$ cat config.mk
export PLATFORM = sky130hd
export DESIGN_NAME = uart_frame_tx
export DESIGN_NICKNAME = d
export VERILOG_FILES = /design/src/rtl/uart_pkg.sv /design/src/rtl/uart_fifo.sv /design/src/rtl/uart_frame_tx.sv
export SDC_FILE = /design/constraint.sdc
export NUM_CORES = 1
export LEC_CHECK = 0
export ABC_AREA = 1
export BUFFER_PORTS_ARGS = -buffer_cell sky130_fd_sc_hd__buf_2
export CORE_MARGIN = 4
export CORE_UTILIZATION = 50
export CTS_BUF_LIST = sky130_fd_sc_hd__clkbuf_8
export CTS_CLUSTER_SIZE = 24
export DETAILED_ROUTE_END_ITERATION = 8
export GPL_ROUTABILITY_DRIVEN = 1
export PLACE_DENSITY = 0.65
export RECOVER_POWER = 100
export SETUP_SLACK_MARGIN = 0.05
export SLEW_MARGIN = 5
export SYNTH_ARGS = -nofsm -noshare
export SYNTH_HDL_FRONTEND = slang
export SYNTH_HIERARCHICAL = 1
export SYNTH_SLANG_ARGS = --single-unit
$ cat constraint.sdc
create_clock -name CLK -period 3.66 [get_ports CLK]
set_input_delay 0.732 -clock CLK [delete_from_list [all_inputs] [get_ports CLK]]
set_output_delay 0.732 -clock CLK [all_outputs]
set_load 0.01 [all_outputs]
$ cat src/rtl/uart_pkg.sv
// rtl/uart_pkg.sv - shared types and constants for the UART frame transmitter
package uart_pkg;

   typedef enum logic [1:0] {
      PAR_NONE = 2'd0,
      PAR_EVEN = 2'd1,
      PAR_ODD  = 2'd2
   } parity_e;

   typedef enum logic [2:0] {
      TX_IDLE,
      TX_START,
      TX_DATA,
      TX_PARITY,
      TX_STOP
   } tx_state_e;

   // 50 MHz system clock at 115200 baud
   localparam int DEFAULT_CLKS_PER_BIT = 434;

   // Zero-extended data leaves the XOR reduction unchanged, so one width serves all DATA_W.
   function automatic logic calc_parity(input logic [8:0] data, input logic odd);
      return odd ? ~^data : ^data;
   endfunction

endpackage

$ cat src/rtl/uart_fifo.sv
// rtl/uart_fifo.sv - synchronous FIFO buffering words ahead of the UART shifter
module uart_fifo #(
   parameter int WIDTH = 8,
   parameter int DEPTH = 16,
   localparam int AW = $clog2(DEPTH),
   localparam int CW = AW + 1
) (
   input  logic             CLK,
   input  logic             BTN_N,
   input  logic             push,
   input  logic [WIDTH-1:0] push_data,
   input  logic             pop,
   output logic [WIDTH-1:0] pop_data,
   output logic             full,
   output logic             empty,
   output logic [CW-1:0]    count
);

   logic [WIDTH-1:0] mem [DEPTH];
   logic [AW-1:0]    wr_ptr;
   logic [AW-1:0]    rd_ptr;
   logic             do_push;
   logic             do_pop;

   assign full     = (count == CW'(DEPTH));
   assign empty    = (count == '0);
   assign do_push  = push && !full;
   assign do_pop   = pop && !empty;
   assign pop_data = mem[rd_ptr];

   always_ff @(posedge CLK) begin
      if (!BTN_N) begin
         wr_ptr <= '0;
         rd_ptr <= '0;
         count  <= '0;
      end else begin
         if (do_push) wr_ptr <= wr_ptr + AW'(1);
         if (do_pop)  rd_ptr <= rd_ptr + AW'(1);
         case ({do_push, do_pop})
            2'b10:   count <= count + CW'(1);
            2'b01:   count <= count - CW'(1);
            default: count <= count;
         endcase
      end
   end

   // Storage is left unreset; the pointers alone define what is valid.
   always_ff @(posedge CLK) begin
      if (do_push) mem[wr_ptr] <= push_data;
   end

endmodule

$ cat src/rtl/uart_frame_tx.sv
// rtl/uart_frame_tx.sv - buffered UART transmitter with configurable width, parity and stop bits
module uart_frame_tx
   import uart_pkg::*;
#(
   parameter int CLKS_PER_BIT = DEFAULT_CLKS_PER_BIT,
   parameter int DATA_W       = 8,
   parameter int PARITY       = 0,
   parameter int STOP_BITS    = 1,
   parameter int FIFO_DEPTH   = 16,
   localparam int CW          = $clog2(FIFO_DEPTH) + 1
) (
   input  logic              CLK,
   input  logic              BTN_N,
   input  logic [DATA_W-1:0] data_i,
   input  logic              valid_i,
   output logic              ready_o,
   output logic              tx_o,
   output logic              busy_o,
   output logic [CW-1:0]     count_o
);

   localparam int BAUD_W     = $clog2(CLKS_PER_BIT);
   localparam int BIT_W      = 4;
   localparam bit HAS_PARITY = (PARITY != int'(PAR_NONE));
   localparam bit ODD_PARITY = (PARITY == int'(PAR_ODD));

   if (DATA_W < 5 || DATA_W > 9) begin : g_bad_data_w
      $error("uart_frame_tx: DATA_W must be in 5..9");
   end
   if (STOP_BITS < 1 || STOP_BITS > 2) begin : g_bad_stop_bits
      $error("uart_frame_tx: STOP_BITS must be 1 or 2");
   end
   if (PARITY < int'(PAR_NONE) || PARITY > int'(PAR_ODD)) begin : g_bad_parity
      $error("uart_frame_tx: PARITY must be 0, 1 or 2");
   end
   if (FIFO_DEPTH < 2 || (FIFO_DEPTH & (FIFO_DEPTH - 1)) != 0) begin : g_bad_depth
      $error("uart_frame_tx: FIFO_DEPTH must be a power of two >= 2");
   end
   if (CLKS_PER_BIT < 2) begin : g_bad_baud
      $error("uart_frame_tx: CLKS_PER_BIT must be >= 2");
   end

   tx_state_e         state_q, state_d;
   logic [BAUD_W-1:0] baud_q, baud_d;
   logic [BIT_W-1:0]  bit_q, bit_d;
   logic [DATA_W-1:0] shreg_q, shreg_d;
   logic              par_q, par_d;
   logic              tx_q, line_d;
   logic              rdy_q;
   logic              baud_end;
   logic              load;
   logic              fifo_pop;
   logic              fifo_full;
   logic              fifo_empty;
   logic [DATA_W-1:0] fifo_data;

   uart_fifo #(
      .WIDTH (DATA_W),
      .DEPTH (FIFO_DEPTH)
   ) u_fifo (
      .CLK       (CLK),
      .BTN_N     (BTN_N),
      .push      (valid_i && ready_o),
      .push_data (data_i),
      .pop       (fifo_pop),
      .pop_data  (fifo_data),
      .full      (fifo_full),
      .empty     (fifo_empty),
      .count     (count_o)
   );

   assign ready_o = rdy_q && !fifo_full;
   assign busy_o  = (state_q != TX_IDLE);
   assign tx_o    = tx_q;

   always_ff @(posedge CLK) begin
      if (!BTN_N) begin
         state_q <= TX_IDLE;
         baud_q  <= '0;
         bit_q   <= '0;
         shreg_q <= '0;
         par_q   <= 1'b0;
         tx_q    <= 1'b1;
         rdy_q   <= 1'b0;
      end else begin
         state_q <= state_d;
         baud_q  <= baud_d;
         bit_q   <= bit_d;
         shreg_q <= shreg_d;
         par_q   <= par_d;
         tx_q    <= line_d;
         rdy_q   <= 1'b1;
      end
   end

   always_comb begin
      state_d  = state_q;
      bit_d    = bit_q;
      shreg_d  = shreg_q;
      par_d    = par_q;
      load     = 1'b0;
      fifo_pop = 1'b0;
      baud_end = (baud_q == BAUD_W'(CLKS_PER_BIT - 1));
      baud_d   = baud_end ? '0 : baud_q + BAUD_W'(1);

      unique case (state_q)
         TX_IDLE: begin
            baud_d = '0;
            load   = !fifo_empty;
         end
         TX_START: begin
            if (baud_end) begin
               state_d = TX_DATA;
               bit_d   = '0;
            end
         end
         TX_DATA: begin
            if (baud_end) begin
               shreg_d = shreg_q >> 1;
               if (bit_q == BIT_W'(DATA_W - 1)) begin
                  bit_d   = '0;
                  state_d = HAS_PARITY ? TX_PARITY : TX_STOP;
               end else begin
                  bit_d = bit_q + BIT_W'(1);
               end
            end
         end
         TX_PARITY: begin
            if (baud_end) begin
               state_d = TX_STOP;
               bit_d   = '0;
            end
         end
         TX_STOP: begin
            // bit_q counts stop bits here so the baud counter keeps a single period
            if (baud_end) begin
               if (bit_q == BIT_W'(STOP_BITS - 1)) begin
                  bit_d   = '0;
                  load    = !fifo_empty;
                  state_d = TX_IDLE;
               end else begin
                  bit_d = bit_q + BIT_W'(1);
               end
            end
         end
         default: state_d = TX_IDLE;
      endcase

      if (load) begin
         fifo_pop = 1'b1;
         shreg_d  = fifo_data;
         par_d    = calc_parity(9'(fifo_data), ODD_PARITY);
         state_d  = TX_START;
         baud_d   = '0;
         bit_d    = '0;
      end
   end

   // Line level follows the registered state, so the pin trails the FSM by one clock.
   always_comb begin
      line_d = 1'b1;
      unique case (state_q)
         TX_START:  line_d = 1'b0;
         TX_DATA:   line_d = shreg_q[0];
         TX_PARITY: line_d = par_q;
         default:   line_d = 1'b1;
      endcase
   end

endmodule
==> impl_metrics.yaml, run 1 <==
critical_path:
  reg2reg_depth: 19
  critPathMaxFanout: 14
  reg2reg_to: "u_fifo/count[4]"
  reg2reg_slack_ns: 0.55
  cp-end-kind: "flip-flop"
  worst_ep_arrival_time_ns: 3.47
  startpoint_type: "flip-flop"
  worstSetupStartpoint: "u_fifo/count[1]"
  r2r_start: "u_fifo/count[1]"
  endpoint: "u_fifo/count[4]"
  required_ns: 4.02
  critical_path_class: "reg -> reg"
run:
  cap_viol_max_count: 0
logic_synthesis:
  synth_nets: 714
  yosysSeqAreaShare: 0.621
  ys_ff_latch: 172
  syn-cell-area_um2: 7600
  ys_types: 37
  syn_inst: 691
  yosysWarnings: 6
  syn_avg_cell_area_um2: 11.0
grt:
  grt_pass1_wl_um: 25000
  grt_max_degree: 47
  antenna_found_initial: 0
  first_global_vias: 4690
  grt_usage: 0.186
  grt_overflow: 0
routing:
  first_pass_iters: 5
  wire_per_inst_um: 17.5
  drt-vias-per-instance: 5.46
  drc: 0
  vias: 4946
  drtIter0Drc: 407
  ant_nets: 0
  wirelength_um: 15800
sta:
  finalHoldViolations: 0
  setup_viol: 0
  clock.fmax_mhz: 321
  min_period_ns: 3.11
  slew_headroom: 0.316
  fin_tns_setup_ns: 0
  slew_viol_final: 0
  period_share: 0.851
  worst_pin_slew_ns: 1.03
  grt_setup_unrepaired: "false"
  fin_skew_ns: 0.00913
  worst_slack_ns: 0.547
die:
  fp.dieW_um: 131
  fp.dieH_um: 131
  rows: 44
  core_um2: 14700
  die-area_um2: 17200
  start_util: 0.517
  ios: 19
final_layout:
  design_area_um2: 8190
  antennaDiodeCount: 0
  final_common_cell: "edfxtp_1"
  layout-drive-gt1-share: 0.0886
  areaGrowthSynthToFinish_pct: 7.69
  num-nets-final: 733
  final_cell_mix: "128 x edfxtp_1, 84 x nand2_1, 78 x inv_1"
clocking:
  cts_buffers: 17
  cts.repair.resized: 0
  cts_root_buffer: "clkbuf_8"
  cts_tree: "built"
  cts.htree.levels: 4
  clock-sinks: 172
  cts.clk_slew.worst_paths_ns: 0.09
  cts_setup_buffers: 0
  insertion_delay_ns: 0.46
  hold_buffers: 0
  clock_path_buffers: 2
place:
  place_ws_ns: 0.780
  gp_congestion: 0.897
  dp_hpwl_um: 10500
  placed_cell_area_um2: 7850
  io_buffers: 18
power:
  cellLeakagePower_nw: 3.01
  powerDensity_nw_per_um2: 693
  ir_worst_vdd_mv: 0.435
min_path:
  hp-class: "reg -> reg"
status:
  status: "complete, no violations"
## state kept, by name, indices dropped and copies added (netlist names), 3 cells and up, named ones only
signal / count
state_q: 3
shreg_q: 8
u_fifo/wr_ptr: 4
u_fifo/mem: 128
u_fifo/count: 5
bit_q: 4
baud_q: 9
u_fifo/rd_ptr: 4
## worst max-delay path: stages, from the launching register on
cell and delay, ns:
dfxtp_1 0.49, nor2_2 0.08, nand3_2 0.11, inv_1 0.06
inv_1 0.06, nand2_1 0.05, a21oi_1 0.40, nand2_4 0.20
clkinv_2 0.16, nand2_4 0.09, inv_6 0.10, ha_1 0.29
xor2_1 0.39, inv_2 0.08, nor2_4 0.09, nand2_2 0.06
nand3_1 0.08, nand3_1 0.09, nand2_1 0.08, inv_1 0.04
## final cells by class
type / instances / area [µm²]
Timing Repair Buffer: 24 / 118
Fill cell: 1244 / 6510
Multi-Input combinational cell: 411 / 2390
Clock inverter: 14 / 160
Clock buffer: 17 / 234
Inverter: 84 / 322
Sequential cell: 172 / 4730
Tap cell: 184 / 230
## routing by layer
layer | vias up | wire [µm] | part of all wire | global-route usage
met5 | - | 0 | 0 | 0
met4 | 0 | 328 | 0.021 | 0.0723
met3 | 25 | 746 | 0.047 | 0.0352
met2 | 133 | 7430 | 0.47 | 0.292
met1 | 2343 | 7330 | 0.46 | 0.258
li1 | 2445 | - | - | -
## metrics by stage
stage / util / hold WS [ns] / power, W / cells
3_5_place_dp: 0.534 / 0.456 / 0.00442 / 875
5_1_grt: 0.557 / 0.508 / 0.00602 / 906
4_1_cts: 0.561 / 0.477 / 0.00574 / 906
6_report: 0.557 / 0.470 / 0.00568 / 906
3_3_place_gp: 0.534 / 0.448 / 0.00438 / 875
2_1_floorplan: - / 0.433 / 0.00399 / 691
## synth_stat cells
library cell,count,share of area
a21oi_1,50,0.033
a21oi_2,1,0.0012
a31o_1,1,0.0012
a31oi_1,1,0.00082
buf_1,2,0.00099
buf_2,6,0.0040
buf_6,5,0.0074
clkbuf_1,11,0.0054
clkinv_2,1,0.00066
dfxtp_1,44,0.12
edfxtp_1,128,0.51
ha_1,12,0.020
inv_1,75,0.037
inv_2,7,0.0035
inv_6,1,0.0012
mux2i_1,32,0.042
nand2_1,83,0.041
nand2_2,5,0.0041
nand2_4,6,0.0089
nand2b_1,2,0.0016
nand3_1,39,0.026
nand3_2,3,0.0040
nand3_4,1,0.0023
nand3b_1,1,0.00099
nand4_1,9,0.0074
nor2_1,50,0.025
nor2_2,5,0.0041
nor2_4,4,0.0059
nor3_1,2,0.0013
nor3b_1,3,0.0030
o211ai_1,32,0.032
o21ai_0,50,0.033
o21ai_1,3,0.0020
or2_2,1,0.00082
xnor2_1,6,0.0069
xor2_1,8,0.0092
xor2_2,1,0.0021
## power breakdown
| part | total [W] | internal [W] | switching (W) | leakage, nW |
|---|---|---|---|---|
| logic | 0.00199 | 0.000724 | 0.00127 | 1.30 |
| registers | 0.00236 | 0.00222 | 0.000139 | 1.51 |
| clock network | 0.00132 | 0.000619 | 0.000703 | 0.198 |
## worst min path at each step
stage / endpoint / slack, ns / startpoint / depth (start not counted)
2_1_floorplan: baud_q[0] / 0.43 / baud_q[0] / 1
3_3_place_gp: baud_q[0] / 0.45 / baud_q[0] / 1
3_5_place_dp: baud_q[0] / 0.46 / baud_q[0] / 1
4_1_cts: baud_q[0] / 0.48 / baud_q[0] / 1
5_1_grt: shreg_q[3] / 0.51 / shreg_q[4] / 2
6_report: baud_q[0] / 0.47 / baud_q[0] / 1
## logic make-up (layout without fill, tap and decap cells)
family / Yosys count / in the layout / synth area share
muxes: 32 / 32 / 0.0421
buffers and inverters: 108 / 139 / 0.0601
DFF: 172 / 172 / 0.621
AOI/OAI and AO/OA: 138 / 138 / 0.103
adders and majority gates: 12 / 12 / 0.0197
xor gates and xnor gates: 15 / 15 / 0.0183
and+or+nand+nor: 214 / 214 / 0.136
Note: power is estimated with default switching activity, not from simulation.
==> run 2, diff against run 1 <==
--- a/config.mk
+++ b/config.mk
@@ -5,15 +5,16 @@
 export SDC_FILE = /design/constraint.sdc
 export NUM_CORES = 1
 export LEC_CHECK = 0
-export ABC_AREA = 1
 export BUFFER_PORTS_ARGS = -buffer_cell sky130_fd_sc_hd__buf_2
+export CELL_PAD_IN_SITES_DETAIL_PLACEMENT = 1
+export CELL_PAD_IN_SITES_GLOBAL_PLACEMENT = 2
 export CORE_MARGIN = 4
 export CORE_UTILIZATION = 50
 export CTS_BUF_LIST = sky130_fd_sc_hd__clkbuf_8
 export CTS_CLUSTER_SIZE = 24
 export DETAILED_ROUTE_END_ITERATION = 8
 export GPL_ROUTABILITY_DRIVEN = 1
-export PLACE_DENSITY = 0.65
+export PLACE_DENSITY = 0.83
 export RECOVER_POWER = 100
 export SETUP_SLACK_MARGIN = 0.05
 export SLEW_MARGIN = 5
==> impl_metrics.yaml, run 2 <==
grt:
  grt_usage: 0.202
  grt_max_degree: 33
  grt_overflow: 0
  grt_pass1_wl_um: 25200
  antenna_found_initial: 0
  first_global_vias: 4487
logic_synthesis:
  synth_compound_area_frac: 0.0674
  syn_avg_cell_area_um2: 15.7
  async_reset_ff_frac: 0
  synth_nets: 496
  syn-cell-area_um2: 7450
  muxShareOfSynthArea: 0.143
  yosysWarnings: 6
  synth_xor_area_frac: 0.0247
  synth.area.top_cells: "edfxtp_1 52%, dfxtp_1 12%, mux4_1 9.9%, mux4_2 3.6%, ha_1 2.0%"
  ys_types: 67
  synth_top_area_cell: "edfxtp_1"
  synth_edf_count: 128
  synth-main-ff-cell: "edfxtp_1"
  ys_ff_latch: 172
  yosysSeqAreaShare: 0.634
  yosysTopAreaCellShare: 0.516
  synth_simple_gate_area_frac: 0.0838
  yosysMostFrequentCell: "edfxtp_1"
  syn_inst: 473
  synthTopCellsByCount: "128 x edfxtp_1, 44 x dfxtp_1, 36 x nor2_1"
  synth-adder-area-share: 0.0202
  synth_top_family_by_area: "multiplexers"
sta:
  worst_slack_ns: 0.317
  period_share: 0.913
  setup_viol: 0
  clock.fmax_mhz: 299
  slew_viol_final: 0
  slew_headroom: 0.377
  grt_setup_unrepaired: "false"
  fin_skew_ns: 0.0147
  worst_pin_slew_ns: 0.933
  fin_tns_setup_ns: 0
  min_period_ns: 3.34
  finalHoldViolations: 0
final_layout:
  largestRegisters: "u_fifo/mem (128), baud_q (9), shreg_q (8)"
  num-nets-final: 523
  antennaDiodeCount: 0
  final_common_cell: "edfxtp_1"
  design_area_um2: 8090
  largest_reg_flops: 128
  largest-register: "u_fifo/mem"
  areaGrowthSynthToFinish_pct: 8.65
  final_cell_mix: "128 x edfxtp_1, 44 x dfxtp_1, 36 x nor2_1, 28 x mux4_1, 21 x clkbuf_1"
  layout-drive-gt1-share: 0.133
clocking:
  cts.clk_slew.worst_paths_ns: 0.10
  cts_tree: "built"
  clock_path_buffers: 2
  clock-sinks: 172
  cts_root_buffer: "clkbuf_8"
  hold_buffers: 0
  cts.htree.levels: 4
  cts_buffers: 17
  insertion_delay_ns: 0.45
power:
  cellLeakagePower_nw: 2.60
  clkPwrFrac: 0.275
  ir_worst_vdd_mv: 0.498
  p_switching_w: 0.00153
  power.internal_w: 0.00341
  powerDensity_nw_per_um2: 610
  power_frac_seq: 0.469
  switching_share: 0.309
  power_frac_comb: 0.256
die:
  fp.dieW_um: 130
  core_um2: 14600
  start_util: 0.510
  die-area_um2: 16900
  rows: 44
  ios: 19
  fp.dieH_um: 130
place:
  dp_hpwl_um: 11200
  place_ws_ns: 0.201
  placed_cell_area_um2: 7740
  gp_congestion: 0.812
  io_buffers: 18
critical_path:
  required_ns: 4.02
  worst_ep_arrival_time_ns: 3.71
  reg2reg_slack_ns: 0.32
  critical_path_class: "reg -> reg"
  critPathMaxFanout: 16
  cp-end-kind: "flip-flop"
  startpoint_type: "flip-flop"
routing:
  drt-vias-per-instance: 5.99
  vias: 4178
  drc: 0
  first_pass_iters: 4
  wire_per_inst_um: 22.3
  drtIter0Drc: 240
  wirelength_um: 15600
  ant_nets: 0
status:
  status: "complete, no violations"
run:
  cap_viol_max_count: 0
min_path:
  hp-class: "reg -> reg"
-- run 2: cell types whose count changed after synthesis, sizes merged, moves of 6 or more --
cell	previous run	this run
nand2	94	17
inv	83	14
o21ai	53	9
mux4	0	40
nand3	43	11
a21oi	51	20
mux2i	32	5
o211ai	32	5
nor2	59	36
nor3	2	11
nand4	9	2
xnor2	6	13
o21a	0	6
-- run 2: worst paths after layout --
| kind | from | endpoint | depth (start not counted) |
|---|---|---|---|
| min | shreg_q[0] | shreg_q[0] | 2 |
| min reg2reg | shreg_q[0] | shreg_q[0] | 2 |
| max reg2reg | flip-flop | par_q | 7 |
| max | flip-flop | par_q | 7 |
-- run 2: final cells by class --
cell class,instances,area [µm²]
timing repair buffer,31,146
fill,1378,6500
inverter,16,65.1
clock buffer,17,234
tap,184,230
clock inverter,15,179
multi-input combinational,262,2510
sequential,172,4720
-- run 2: power groups by stage --
stage          Combinational, W  Sequential [W]  Clock (W)
3_3_place_gp            0.00124         0.00235          0
2_1_floorplan           0.00101         0.00230          0
6_report                0.00126         0.00232    0.00136
4_1_cts                 0.00129         0.00232    0.00140
5_1_grt                 0.00137         0.00233    0.00149
3_5_place_dp            0.00128         0.00236          0
-- run 2: repair_timing --
action                     CTS  global route
setup endpoints to repair    0             1
buffers inserted             0             0
resized for setup            0             2
-- run 2: worst max-delay path, stage by stage (launching register included) --
cell and delay [ns]:
dfxtp_1 0.94, buf_4 0.38, mux4_1 0.62, mux4_2 0.54, xnor2_1 0.25, xnor2_1 0.18, xnor2_1 0.10, a211oi_1 0.23
-- run 2: layer usage --
| layer | track usage | vias to the layer above | share of wire |
|---|---|---|---|
| li1 | - | 1926 | - |
| met5 | 0 | - | 0 |
| met1 | 0.260 | 2173 | 0.44 |
| met2 | 0.348 | 67 | 0.53 |
| met4 | 0.0507 | 0 | 0.010 |
| met3 | 0.0471 | 12 | 0.029 |
-- run 2: per-stage QoR --
stage / utilization / cells / hold slack (ns) / power (W)
floorplan: - / 473 / 0.441 / 0.00331
global placement: 0.530 / 665 / 0.456 / 0.00360
detailed placement: 0.530 / 665 / 0.478 / 0.00365
CTS: 0.559 / 697 / 0.490 / 0.00501
global route: 0.555 / 697 / 0.524 / 0.00520
finish: 0.555 / 697 / 0.487 / 0.00494
-- run 2: cells by family (layout without fill, tap and decap cells) --
kind of cell	Yosys count	count (layout)
buf+inv	39	79
mux	46	46
flops	172	172
compound gates	69	69
simple gates	114	114
xor+xnor	21	21
fa+ha+maj	12	12
==> run 3, diff against run 2 <==
==> constraint.sdc (replaced) <==
create_clock -name CLK -period 3.66 [get_ports CLK]
set_input_delay 0.732 -clock CLK [delete_from_list [all_inputs] [get_ports CLK]]
set_output_delay 0.732 -clock CLK [all_outputs]
set_load 0.005 [all_outputs]
==> impl_metrics.yaml, run 3 (same netlist as run 2, synthesis figures left out) <==
status:
  status: "complete, no violations"
grt:
  grt_usage: 0.202
  first_global_vias: 4487
  antenna_found_initial: 0
  grt_max_degree: 33
  grt_overflow: 0
  grt_pass1_wl_um: 25200
sta:
  fin_skew_ns: 0.0147
  grt_setup_unrepaired: "false"
  setup_viol: 0
  slew_viol_final: 0
  holdWs_ns: 0.487
  slew_headroom: 0.377
  min_period_ns: 3.34
  worst_pin_slew_ns: 0.933
  finalHoldViolations: 0
  period_share: 0.913
  fin_tns_setup_ns: 0
  clock.fmax_mhz: 299
  worst_slack_ns: 0.317
power:
  cellLeakagePower_nw: 2.60
  ir_worst_vdd_mv: 0.498
  powerDensity_nw_per_um2: 609
critical_path:
  worst_ep_arrival_time_ns: 3.71
  critical_path_class: "reg -> reg"
  startpoint_type: "flip-flop"
  required_ns: 4.02
  cp-end-kind: "flip-flop"
  critPathMaxFanout: 16
  reg2reg_depth: 7
clocking:
  cts.htree.levels: 4
  insertion_delay_ns: 0.45
  hold_buffers: 0
  clock-sinks: 172
  cts.clk_slew.worst_paths_ns: 0.10
  cts_buffers: 17
  cts_root_buffer: "clkbuf_8"
  cts_setup_buffers: 0
  cts_tree: "built"
  clock_path_buffers: 2
final_layout:
  final_core_util: 0.555
  layout-drive-gt1-share: 0.135
  antennaDiodeCount: 0
  fill_cells: 1378
  final_common_cell: "edfxtp_1"
  fin_cells: 697
  largestRegisters: "u_fifo/mem (128), baud_q (9), shreg_q (8)"
  largest_reg_flops: 128
  areaGrowthSynthToFinish_pct: 8.67
  largest-register: "u_fifo/mem"
  num-nets-final: 523
  final_cell_mix: "128 x edfxtp_1, 44 x dfxtp_1, 36 x nor2_1, 28 x mux4_1, 20 x clkbuf_1"
place:
  place_ws_ns: 0.201
  gp_congestion: 0.812
  place_inst: 665
  io_buffers: 18
  dp_hpwl_um: 11200
routing:
  wirelength_um: 15500
  first_pass_iters: 4
  drt-vias-per-instance: 6.00
  ant_nets: 0
  drc: 0
  drtIter0Drc: 240
  vias: 4179
  wire_per_inst_um: 22.3
min_path:
  hp-class: "reg -> reg"
  hold_path_depth: 2
die:
  start_util: 0.510
  fp.dieW_um: 130
  rows: 44
  fp.dieH_um: 130
  die-area_um2: 16900
  core_um2: 14600
  ios: 19
run:
  cap_viol_max_count: 0
## run 3: layout make-up
cell class / instances / area (µm²) / area share
clock inverters: 15 / 179 / 0.0221
inverters: 16 / 65.1 / 0.00804
repair buffers: 31 / 148 / 0.0182
flip-flops and latches: 172 / 4720 / 0.584
well taps: 184 / 230 / 0.0284
clock buffers: 17 / 234 / 0.0289
multi-input cells: 262 / 2510 / 0.310
## run 3: path summary, 6_finish.rpt
path	from	to	slack (ns)
min	shreg_q[0]	shreg_q[0]	0.49
max	flip-flop	par_q	0.32
min reg2reg	shreg_q[0]	shreg_q[0]	0.49
max reg2reg	flip-flop	par_q	0.32
## run 3: per-stage QoR
step	power [W]	instance area, µm²
floorplan	0.00330	7450
finish	0.00493	8090
global placement	0.00359	7740
detailed placement	0.00364	7740
CTS	0.00500	8150
global route	0.00519	8090
## run 3: critical path, stage by stage (launching register included)
cell and delay (ns):
dfxtp_1 0.94, buf_4 0.38, mux4_1 0.62, mux4_2 0.54
xnor2_1 0.25, xnor2_1 0.18, xnor2_1 0.10, a211oi_1 0.23
## run 3: timing repair
item	CTS	global route
gates resized for setup	0	2
endpoints found under the hold margin	0	0
setup endpoints to repair	0	1
## run 3: layer usage
metal  track usage  vias up  wire [µm]
met1         0.260     2174       6760
met5             0        -          0
met2         0.348       67       8170
met4        0.0507        0        163
met3        0.0471       12        451
li1              -     1926          -
## run 3: power by group
part | leakage, nW | total (W) | internal [W] | switching (W)
Combinational | 0.878 | 0.00125 | 0.000576 | 0.000679
Clock | 0.213 | 0.00136 | 0.000635 | 0.000723
Sequential | 1.51 | 0.00232 | 0.00220 | 0.000116
Total | 2.60 | 0.00493 | 0.00341 | 0.00152
